**src/rtl/imm_encoder_pkg.sv**
```systemverilog
// Shared definitions for the immediate encoder slice.
// Holds the immediate-type codes (shared with the immediate generator and
// the control unit), the stage-0 payload record and a sign-extension check.
package imm_encoder_pkg;

  localparam int unsigned IMM_TYPE_W = 3;

  localparam logic [IMM_TYPE_W-1:0] IMM_I  = 3'd0;
  localparam logic [IMM_TYPE_W-1:0] IMM_S  = 3'd1;
  localparam logic [IMM_TYPE_W-1:0] IMM_B  = 3'd2;
  localparam logic [IMM_TYPE_W-1:0] IMM_U  = 3'd3;
  localparam logic [IMM_TYPE_W-1:0] IMM_J  = 3'd4;
  localparam logic [IMM_TYPE_W-1:0] IMM_IV = 3'd5;

  typedef struct packed {
    logic [IMM_TYPE_W-1:0] imm_type;
    logic [31:0]           imm;
    logic [31:0]           inst;
    logic                  err;
  } s0_t;

  // True when v[31:msb] is neither all zeros nor all ones, i.e. v is not the
  // sign extension of its low (msb) bits plus one sign bit.
  function automatic logic not_sext(input logic [31:0] v, input int unsigned msb);
    logic [31:0] m;
    m = '1 << msb;
    return ((v & m) != '0) && ((v & m) != m);
  endfunction

endpackage

```
**src/rtl/imm_encoder_if.sv**
```systemverilog
// Stream bundle for the immediate encoder.
// istream_*: val/rdy input carrying immediate type, immediate and template.
// ostream_*: val/rdy output carrying the encoded instruction and error flag.
// master = producer of istream / consumer of ostream; slave = the encoder.
interface imm_encoder_if;
  import imm_encoder_pkg::*;

  logic                  istream_val;
  logic                  istream_rdy;
  logic [IMM_TYPE_W-1:0] istream_imm_type;
  logic [31:0]           istream_imm;
  logic [31:0]           istream_inst;
  logic                  ostream_val;
  logic                  ostream_rdy;
  logic [31:0]           ostream_inst;
  logic                  ostream_err;

  modport master (
    output istream_val, istream_imm_type, istream_imm, istream_inst, ostream_rdy,
    input  istream_rdy, ostream_val, ostream_inst, ostream_err
  );

  modport slave (
    input  istream_val, istream_imm_type, istream_imm, istream_inst, ostream_rdy,
    output istream_rdy, ostream_val, ostream_inst, ostream_err
  );

endinterface

```
**src/rtl/imm_encoder_imm_pack.sv**
```systemverilog
// Combinational field packer: places an immediate into the immediate fields
// of an instruction template for the given format; all other bits pass through.
// Ports: i_imm_type (format), i_imm (value), i_inst (template), o_inst (packed).
// Unknown formats return the template unchanged.
module imm_pack
  import imm_encoder_pkg::*;
(
  input  logic [IMM_TYPE_W-1:0] i_imm_type,
  input  logic [31:0]           i_imm,
  input  logic [31:0]           i_inst,
  output logic [31:0]           o_inst
);

  always_comb begin
    o_inst = i_inst;
    case (i_imm_type)
      IMM_I: o_inst[31:20] = i_imm[11:0];
      IMM_S: begin
        o_inst[31:25] = i_imm[11:5];
        o_inst[11:7]  = i_imm[4:0];
      end
      IMM_B: begin
        o_inst[31]    = i_imm[12];
        o_inst[7]     = i_imm[11];
        o_inst[30:25] = i_imm[10:5];
        o_inst[11:8]  = i_imm[4:1];
      end
      IMM_U: o_inst[31:12] = i_imm[31:12];
      IMM_J: begin
        o_inst[31]    = i_imm[20];
        o_inst[19:12] = i_imm[19:12];
        o_inst[20]    = i_imm[11];
        o_inst[30:21] = i_imm[10:1];
      end
      IMM_IV: o_inst[24:20] = i_imm[4:0];
      default: ;
    endcase
  end

endmodule

```
**src/rtl/imm_encoder.sv**
```systemverilog
// Immediate encoder: two-stage val/rdy pipeline that packs a 32-bit immediate
// into an instruction template. Stage 0 registers the request together with
// a representability check; stage 1 packs the fields (or passes the template
// through on error) and drives the output stream.
// Ports: clk, reset (sync, active-high), bus (imm_encoder_if.slave),
//        err_count (saturating count of errored output transfers).
module imm_encoder
  import imm_encoder_pkg::*;
#(
  parameter int unsigned p_cnt_nbits = 16
) (
  input  logic                   clk,
  input  logic                   reset,
  imm_encoder_if.slave           bus,
  output logic [p_cnt_nbits-1:0] err_count
);

  localparam logic [p_cnt_nbits-1:0] CNT_ONE = 1;

  logic                   r_s0_val;
  s0_t                    r_s0;
  logic                   r_s1_val;
  logic [31:0]            r_s1_inst;
  logic                   r_s1_err;
  logic [p_cnt_nbits-1:0] r_err_count;

  logic                   w_s1_go;
  logic                   w_s0_go;
  logic                   w_in_err;
  logic [31:0]            w_packed;

  assign w_s1_go = !r_s1_val || bus.ostream_rdy;
  assign w_s0_go = !r_s0_val || w_s1_go;

  assign bus.istream_rdy  = w_s0_go;
  assign bus.ostream_val  = r_s1_val;
  assign bus.ostream_inst = r_s1_inst;
  assign bus.ostream_err  = r_s1_err;
  assign err_count        = r_err_count;

  // Range check on the incoming immediate; result travels with the item.
  always_comb begin
    w_in_err = 1'b1;
    case (bus.istream_imm_type)
      IMM_I, IMM_S: w_in_err = not_sext(bus.istream_imm, 11);
      IMM_B:        w_in_err = not_sext(bus.istream_imm, 12) || bus.istream_imm[0];
      IMM_U:        w_in_err = (bus.istream_imm[11:0] != '0);
      IMM_J:        w_in_err = not_sext(bus.istream_imm, 20) || bus.istream_imm[0];
      IMM_IV:       w_in_err = not_sext(bus.istream_imm, 4);
      default:      w_in_err = 1'b1;
    endcase
  end

  imm_pack u_pack (
    .i_imm_type (r_s0.imm_type),
    .i_imm      (r_s0.imm),
    .i_inst     (r_s0.inst),
    .o_inst     (w_packed)
  );

  always_ff @(posedge clk) begin
    if (reset) begin
      r_s0_val    <= 1'b0;
      r_s1_val    <= 1'b0;
      r_err_count <= '0;
    end else begin
      if (w_s0_go) r_s0_val <= bus.istream_val;
      if (w_s1_go) r_s1_val <= r_s0_val;
      if (r_s1_val && bus.ostream_rdy && r_s1_err && (r_err_count != '1))
        r_err_count <= r_err_count + CNT_ONE;
    end
  end

  // Payload registers carry no reset; they are qualified by the valid bits.
  always_ff @(posedge clk) begin
    if (w_s0_go && bus.istream_val) begin
      r_s0.imm_type <= bus.istream_imm_type;
      r_s0.imm      <= bus.istream_imm;
      r_s0.inst     <= bus.istream_inst;
      r_s0.err      <= w_in_err;
    end
    if (w_s1_go && r_s0_val) begin
      r_s1_inst <= r_s0.err ? r_s0.inst : w_packed;
      r_s1_err  <= r_s0.err;
    end
  end

endmodule

```
**src/flat_wrapper.sv**
```systemverilog
// flat-port wrapper written by rule: the top's interface ports become plain ports
module imm_encoder_flat import imm_encoder_pkg::*;
#(
  parameter int unsigned p_cnt_nbits = 16
)
  (clk, reset, err_count, bus_istream_val, bus_istream_imm_type, bus_istream_imm, bus_istream_inst, bus_ostream_rdy, bus_istream_rdy, bus_ostream_val, bus_ostream_inst, bus_ostream_err);
  imm_encoder_if bus_i ();
  input  logic clk;
  input  logic reset;
  output logic [p_cnt_nbits-1:0] err_count;
  input wire logic [$bits(bus_i.istream_val)-1:0] bus_istream_val;
  input wire logic [$bits(bus_i.istream_imm_type)-1:0] bus_istream_imm_type;
  input wire logic [$bits(bus_i.istream_imm)-1:0] bus_istream_imm;
  input wire logic [$bits(bus_i.istream_inst)-1:0] bus_istream_inst;
  input wire logic [$bits(bus_i.ostream_rdy)-1:0] bus_ostream_rdy;
  output wire logic [$bits(bus_i.istream_rdy)-1:0] bus_istream_rdy;
  output wire logic [$bits(bus_i.ostream_val)-1:0] bus_ostream_val;
  output wire logic [$bits(bus_i.ostream_inst)-1:0] bus_ostream_inst;
  output wire logic [$bits(bus_i.ostream_err)-1:0] bus_ostream_err;
  assign bus_i.istream_val = bus_istream_val;
  assign bus_i.istream_imm_type = bus_istream_imm_type;
  assign bus_i.istream_imm = bus_istream_imm;
  assign bus_i.istream_inst = bus_istream_inst;
  assign bus_i.ostream_rdy = bus_ostream_rdy;
  assign bus_istream_rdy = bus_i.istream_rdy;
  assign bus_ostream_val = bus_i.ostream_val;
  assign bus_ostream_inst = bus_i.ostream_inst;
  assign bus_ostream_err = bus_i.ostream_err;
  imm_encoder #(.p_cnt_nbits(p_cnt_nbits)) u_core (.clk(clk), .reset(reset), .bus(bus_i), .err_count(err_count));
endmodule
```
**config.mk**
```make
export PLATFORM = sky130hd
export DESIGN_NAME = imm_encoder_flat
export DESIGN_NICKNAME = d
export VERILOG_FILES = /design/src/rtl/imm_encoder_pkg.sv /design/src/rtl/imm_encoder_if.sv /design/src/rtl/imm_encoder_imm_pack.sv /design/src/rtl/imm_encoder.sv /design/src/flat_wrapper.sv
export SDC_FILE = /design/constraint.sdc
export NUM_CORES = 1
export LEC_CHECK = 0
export BUFFER_PORTS_ARGS = -buffer_cell sky130_fd_sc_hd__buf_2
export CAP_MARGIN = 15
export CORE_MARGIN = 10
export CORE_UTILIZATION = 53
export CTS_CLUSTER_DIAMETER = 60
export CTS_CLUSTER_SIZE = 40
export DETAILED_ROUTE_END_ITERATION = 12
export PLACE_DENSITY = 0.8
export SYNTH_ARGS = -nofsm -noshare
export SYNTH_HDL_FRONTEND = slang
export SYNTH_SLANG_ARGS = --single-unit
export TNS_END_PERCENT = 10
```
**constraint.sdc**
```tcl
create_clock -name clk -period 3.44 [get_ports clk]
set_input_delay 0.688 -clock clk [delete_from_list [all_inputs] [get_ports clk]]
set_output_delay 0.688 -clock clk [all_outputs]
set_load 0.1 [all_outputs]
```
==> impl_metrics.csv, run 1 <==
group,metric,value,unit
pwr,pwr_density_cell,582,mW/mm^2
sta,tightest_slew,983,ps
setup_path,startpoint_type,"flop",
global_routing,first_global_vias,3410,
synth,netlist_top_cells_count,"edfxtp_1, nor2_1, dfxtp_1",
sta,grt_setup_unrepaired,"false",
setup_path,path_buf_inv,1,
die,initial_core_util,54.8,%
global_routing,track_usage,16.4,%
pwr,fin_total_pwr,3.51,mW
setup_path,critical_path.max_stage_delay,390,ps
sta,min_period,2390,ps
finish,drive_gt1_share,36.4,%
synth,netlist_area,0.00482,sq mm
global_routing,grt_max_degree,69,
sta,setup_tns,0,ps
route,drt-vias-per-instance,5.58,
die,die_w,115,um
synth,ys.flop_type,"edfxtp_1",
clocking,clkTransAtPathRegs,60,ps
route,drt_iter0_drc,287,
sta,finClkSkew,12.0,ps
sta,hold_viol,0,
setup_path,cp_top_family,"simple AND/OR/NAND/NOR gates",
synth,synthCells,330,
finish,area_growth,25.2,%
global_routing,grt_antenna_before_repair,0,
route,wl_met3,766,um
clocking,postCtsSetupBuffers,0,
placed_design,gp_congestion,0.800,
hold_path,hold_class,"in2reg",
route,drc,0,
clocking,root_buffer,"clkbuf_8",
setup_path,required,2750,ps
synth,synth-edff-count,101,
sta,setup_viol,0,
placed_design,io_buffers,121,
synth,synth.most_common_cell,"edfxtp_1",
finish,nNetsFinal,533,
setup_path,critPathKind,"reg2out",
route,wl,10800,um
clocking,cts_hold_buf,0,
setup_path,critical_path.cell_chain,"nor2b_1, nand2_1, buf_2",
synth,netlist_top_cells_area,"edfxtp_1, dfxtp_1, nor2_1",
clocking,cts_buffers,17,
synth,avgSynthCellArea,14.6,sq um
route,num_vias,3247,
sta,max_slew_margin,34.3,%
run,maxCapViolCount,0,
sta,final_max_slew_viol_count,0,
clocking,cts-resized-gates,0,
synth,yosys.area.top_type,"edfxtp_1",
synth,synth.yosys.seq_area_share,70.4,%
die,dieArea,0.0133,sq mm
global_routing,grt_pass1_wl,16900,um
synth,synthArstFlopShare,0,%
setup_path,slowest_stage,"dfxtp_1",
route,top_layer_used,"met4",
route,wl_met1,4240,um
outcome,status,"finished, final reports clean",
route,dr_wl_met2,5630,um
global_routing,overflow,0,
sta,fmax,418,MHz
setup_path,crit_fanout,4,
die,core,0.00881,sq mm
clocking,cts_max_path_buffers,2,
synth,synth-seq-cells,119,
route,dr.pass1.iters,4,
die,io_pins,122,
finish,fin_util,68.6,%
pwr,p_leak,2.27,nW
setup_path,worstPathArrival,1700,ps
setup_path,end_kind,"output port",
synth,synth.distinct_cells,53,
synth,synthDominantCellAreaShare,62.9,%
clocking,clock_latency,500,ps
route,wl_per_cell,18.5,um
pwr,irDropWorstVdd,338,uV
route,antenna_left,0,
synth,ys_warn_count,0,
die,die_h,115,um
clocking,clock_sinks,119,
die,rows,34,
clocking,cts_tree,"done",
clocking,htreeDepth,4,
synth,synthesis.nets,402,
placed_design,dp_hpwl,7730,um
sta,finalCritPeriodShare,69.5,%
[layout by cell type, fill, tap and decap left out, drive strengths merged, types with 2 or more instances in the layout]
master    netlist  final
buf             5    122
edfxtp        101    101
nor2           36     36
dfxtp          18     18
clkbuf          5     18
a21oi          17     17
nand4          15     15
mux2           14     14
nand2          13     13
xnor2          13     13
o22ai           9      9
nor4            9      9
clkinv          0      8
a22oi           7      7
nand3           7      7
o22a            5      5
clkinvlp        0      5
nor2b           5      5
o21ai           5      5
or4             4      4
nor3            4      4
inv             4      4
a311oi          4      4
and3            3      3
nand2b          3      3
a31oi           3      3
xor2            3      3
and2            3      3
nand3b          2      2
and4            2      2
[worst paths after layout]
check	end	slack, ps	start	cells past startpoint
setup / recovery	bus_istream_rdy	1050	u_core.bus.ostream_val	3
hold / removal	u_core.r_s0[18]	350	bus_istream_inst[17]	1
setup reg to reg	u_core.bus.ostream_inst[16]	1180	u_core.r_s0[65]	5
hold reg to reg	u_core.bus.ostream_inst[6]	420	u_core.r_s0[7]	0
[metrics by stage]
stage               hold slack (ps)  setup WS [ps]  instances  area, sq um
floorplan                       400            292        330         4820
global placement                400           1220        550         5530
detailed placement              405           1110        550         5530
CTS                             335           1040        581         6030
global route                    333            957        581         6030
finish                          355           1050        582         6040
[power by group]
part	internal, mW	total [mW]	switching (mW)
clock	0.869	1.47	0.600
sequential	1.65	1.69	0.0355
combinational	0.0916	0.354	0.262
total	2.61	3.51	0.898
[cells by family (layout without fill, tap and decap cells)]
kind of cell | count (synthesis) | after routing | synth area share, %
AOI/OAI and AO/OA | 57 | 57 | 8.23
adders and majority gates | 1 | 1 | 0.259
buffers and inverters | 14 | 157 | 1.32
and+or+nand+nor | 109 | 109 | 13.0
muxes | 14 | 14 | 3.89
xor gates and xnor gates | 16 | 16 | 2.91
DFF | 119 | 119 | 70.4
other | 0 | 1 | 0
[area by class of cell]
type                    instances  area, sq um
inverters                       4         15.0
well taps                     108          135
multi-input cells             197         1370
fillers                       603         2770
clock inverters                13         86.3
clock buffers                  18          418
diodes                          1         2.50
repair buffers                122          613
flip-flops and latches        119         3390
[metal layers]
metal / GRT usage (%) / vias to the layer above
li1: - / 1559
met1: 18.1 / 1549
met2: 28.1 / 129
met3: 5.99 / 10
met4: 6.93 / 0
met5: 0 / -
[state kept, by name, summed over array words and instances (netlist names)]
name,count
u_core.r_s0_val,1
u_core.r_s0,68
u_core.bus.ostream_val,1
u_core.bus.ostream_inst,32
u_core.bus.ostream_err,1
u_core.err_count,16
(Power assumes the default switching activity.)
==> run 2: changes to the inputs <==
CORE_UTILIZATION = 48   (was 53)
PLACE_DENSITY = 0.76   (was 0.8)
clock period = 2 ns   (was 3.44 ns; I/O delays follow)
==> run 2 against run 1 <==
  * Worst hold slack got worse by 290 ps
  * Worst setup slack got worse by 930 ps
  * Count of clock-buffer cells in the layout fell by 1
  * Non-clock buffer count rose by 9
  * Power rose by 79%
  * Die area rose by 8.6%
  * Critical endpoint unchanged
==> impl_metrics.csv, run 2 (same netlist as run 1, synthesis figures left out) <==
group,metric,value,unit
pwr,fin_total_pwr,6.27,mW
die,rows,36,
finish,fill_cells,758,
die,die_h,120,um
clocking,cts_hold_buf,0,
placed_design,io_buffers,121,
finish,layout.cells.non_filler,616,
finish,fin_util,63.8,%
clocking,cts_max_path_buffers,2,
sta,fmax,532,MHz
clocking,cts-resized-gates,2,
setup_path,required,1600,ps
sta,grt_setup_unrepaired,"false",
global_routing,first_global_vias,3584,
pwr,irDropWorstVdd,538,uV
finish,n_antenna_cell,0,
setup_path,rr_startpoint,"u_core.r_s0[65]",
setup_path,worstPathArrival,1480,ps
placed_design,placed_area,0.00568,sq mm
pwr,p_leak,2.37,nW
route,wl_per_cell,18.4,um
finish,layout_common_cells,"buf_2, edfxtp_1, nor2_1, a21oi_1, clkbuf_16",
global_routing,overflow,0,
finish,final_common_cell,"buf_2",
outcome,status,"finished, final reports clean",
setup_path,crit_path_end,"bus_istream_rdy",
global_routing,grt_pass1_wl,18200,um
die,initial_core_util,49.3,%
sta,min_period,1880,ps
placed_design,post-place-ws,-38.1,ps
finish,area_growth,29.3,%
finish,largest-register,"u_core.r_s0",
global_routing,grt_antenna_before_repair,0,
sta,final_max_slew_viol_count,0,
finish,drive_gt1_share,40.8,%
finish,largest_register_ffs,68,
route,drt-vias-per-instance,5.36,
global_routing,track_usage,16.1,%
setup_path,end_kind,"output port",
sta,hold_viol,0,
die,die_w,120,um
setup_path,r2r_slack,240,ps
sta,setup_viol,0,
sta,finClkSkew,8.14,ps
clocking,root_buffer,"clkbuf_8",
sta,setup_slack,120,ps
setup_path,crit_start,"u_core.bus.ostream_val",
sta,max_slew_margin,33.0,%
placed_design,gp_congestion,0.855,
clocking,clock_latency,510,ps
clocking,clkTransAtPathRegs,60,ps
setup_path,crit_fanout,3,
clocking,cts_buffers,17,
route,drt_iter0_drc,253,
finish,nNetsFinal,542,
route,dr.pass1.iters,5,
route,wl,11400,um
setup_path,reg2reg_to,"u_core.bus.ostream_inst[24]",
route,num_vias,3304,
clocking,htreeDepth,4,
global_routing,grt_max_degree,34,
finish,final_cell_area,0.00624,sq mm
route,antenna_left,0,
placed_design,dp_cells,584,
die,io_pins,122,
setup_path,startpoint_type,"flop",
sta,finalCritPeriodShare,94.0,%
clocking,clock_sinks,119,
sta,tightest_slew,1000,ps
placed_design,dp_hpwl,8370,um
route,drc,0,
setup_path,critPathKind,"reg2out",
die,core,0.00977,sq mm
hold_path,hold_class,"in2reg",
clocking,postCtsSetupBuffers,0,
die,dieArea,0.0145,sq mm
pwr,pwr_density_cell,1010,mW/mm^2
setup_path,reg2reg_depth,6,
clocking,cts_tree,"done",
run,maxCapViolCount,0,
==> run 2: cell count changes in the layout (fill, tap and decap cells not counted), sizes merged <==
cell and delta:
buf +9, clkinvlp -2, inv +2, bufinv +1, clkbuf -1, clkinv +1
diode -1
==> run 2: power breakdown <==
group / switching (mW) / internal [mW] / leakage, nW
Sequential: 0.0518 / 2.84 / 1.12
Clock: 1.09 / 1.64 / 0.260
Combinational: 0.469 / 0.175 / 0.988
Total: 1.61 / 4.66 / 2.37
==> run 2: worst max-delay path, cell delays in order (launching register included) <==
cell and delay, ps:
dfxtp_4 350, nor2b_4 130, buf_4 140, nand2_4 60, buf_4 280
==> run 2: final cells by class <==
class	instances	area, sq um	area share [%]
Clock buffer	17	414	6.64
Inverter	4	15.0	0.241
Sequential cell	119	3410	54.7
Timing Repair Buffer	131	708	11.4
Clock inverter	15	131	2.11
Tap cell	133	166	2.67
Multi-Input combinational cell	197	1390	22.3
==> run 2: worst min-delay path by stage <==
stage,startpoint,endpoint,cells past startpoint,slack (ps)
2_1_floorplan,u_core.r_s0[1],u_core.bus.ostream_inst[0],0,400
3_3_place_gp,u_core.r_s0[3],u_core.bus.ostream_inst[2],0,400
3_5_place_dp,u_core.r_s0[5],u_core.bus.ostream_inst[4],0,410
4_1_cts,bus_istream_inst[27],u_core.r_s0[28],1,40
5_1_grt,bus_istream_inst[25],u_core.r_s0[26],1,30
6_report,bus_istream_inst[15],u_core.r_s0[16],1,60
==> run 2: stage by stage <==
step	TNS (ps)	hold WS, ps
3_5_place_dp	-38.1	413
2_1_floorplan	-1690	400
3_3_place_gp	0	401
5_1_grt	0	33.5
6_report	0	63.1
4_1_cts	0	41.6
==> run 2: metal layers <==
metal	up-vias	routed length, um	global-route usage [%]	part of all wire (%)
met5	-	0	0	0
met4	0	140	7.09	1.2
met3	11	727	5.03	6.4
met2	127	5650	25.6	50
met1	1583	4840	19.9	43
li1	1583	-	-	-
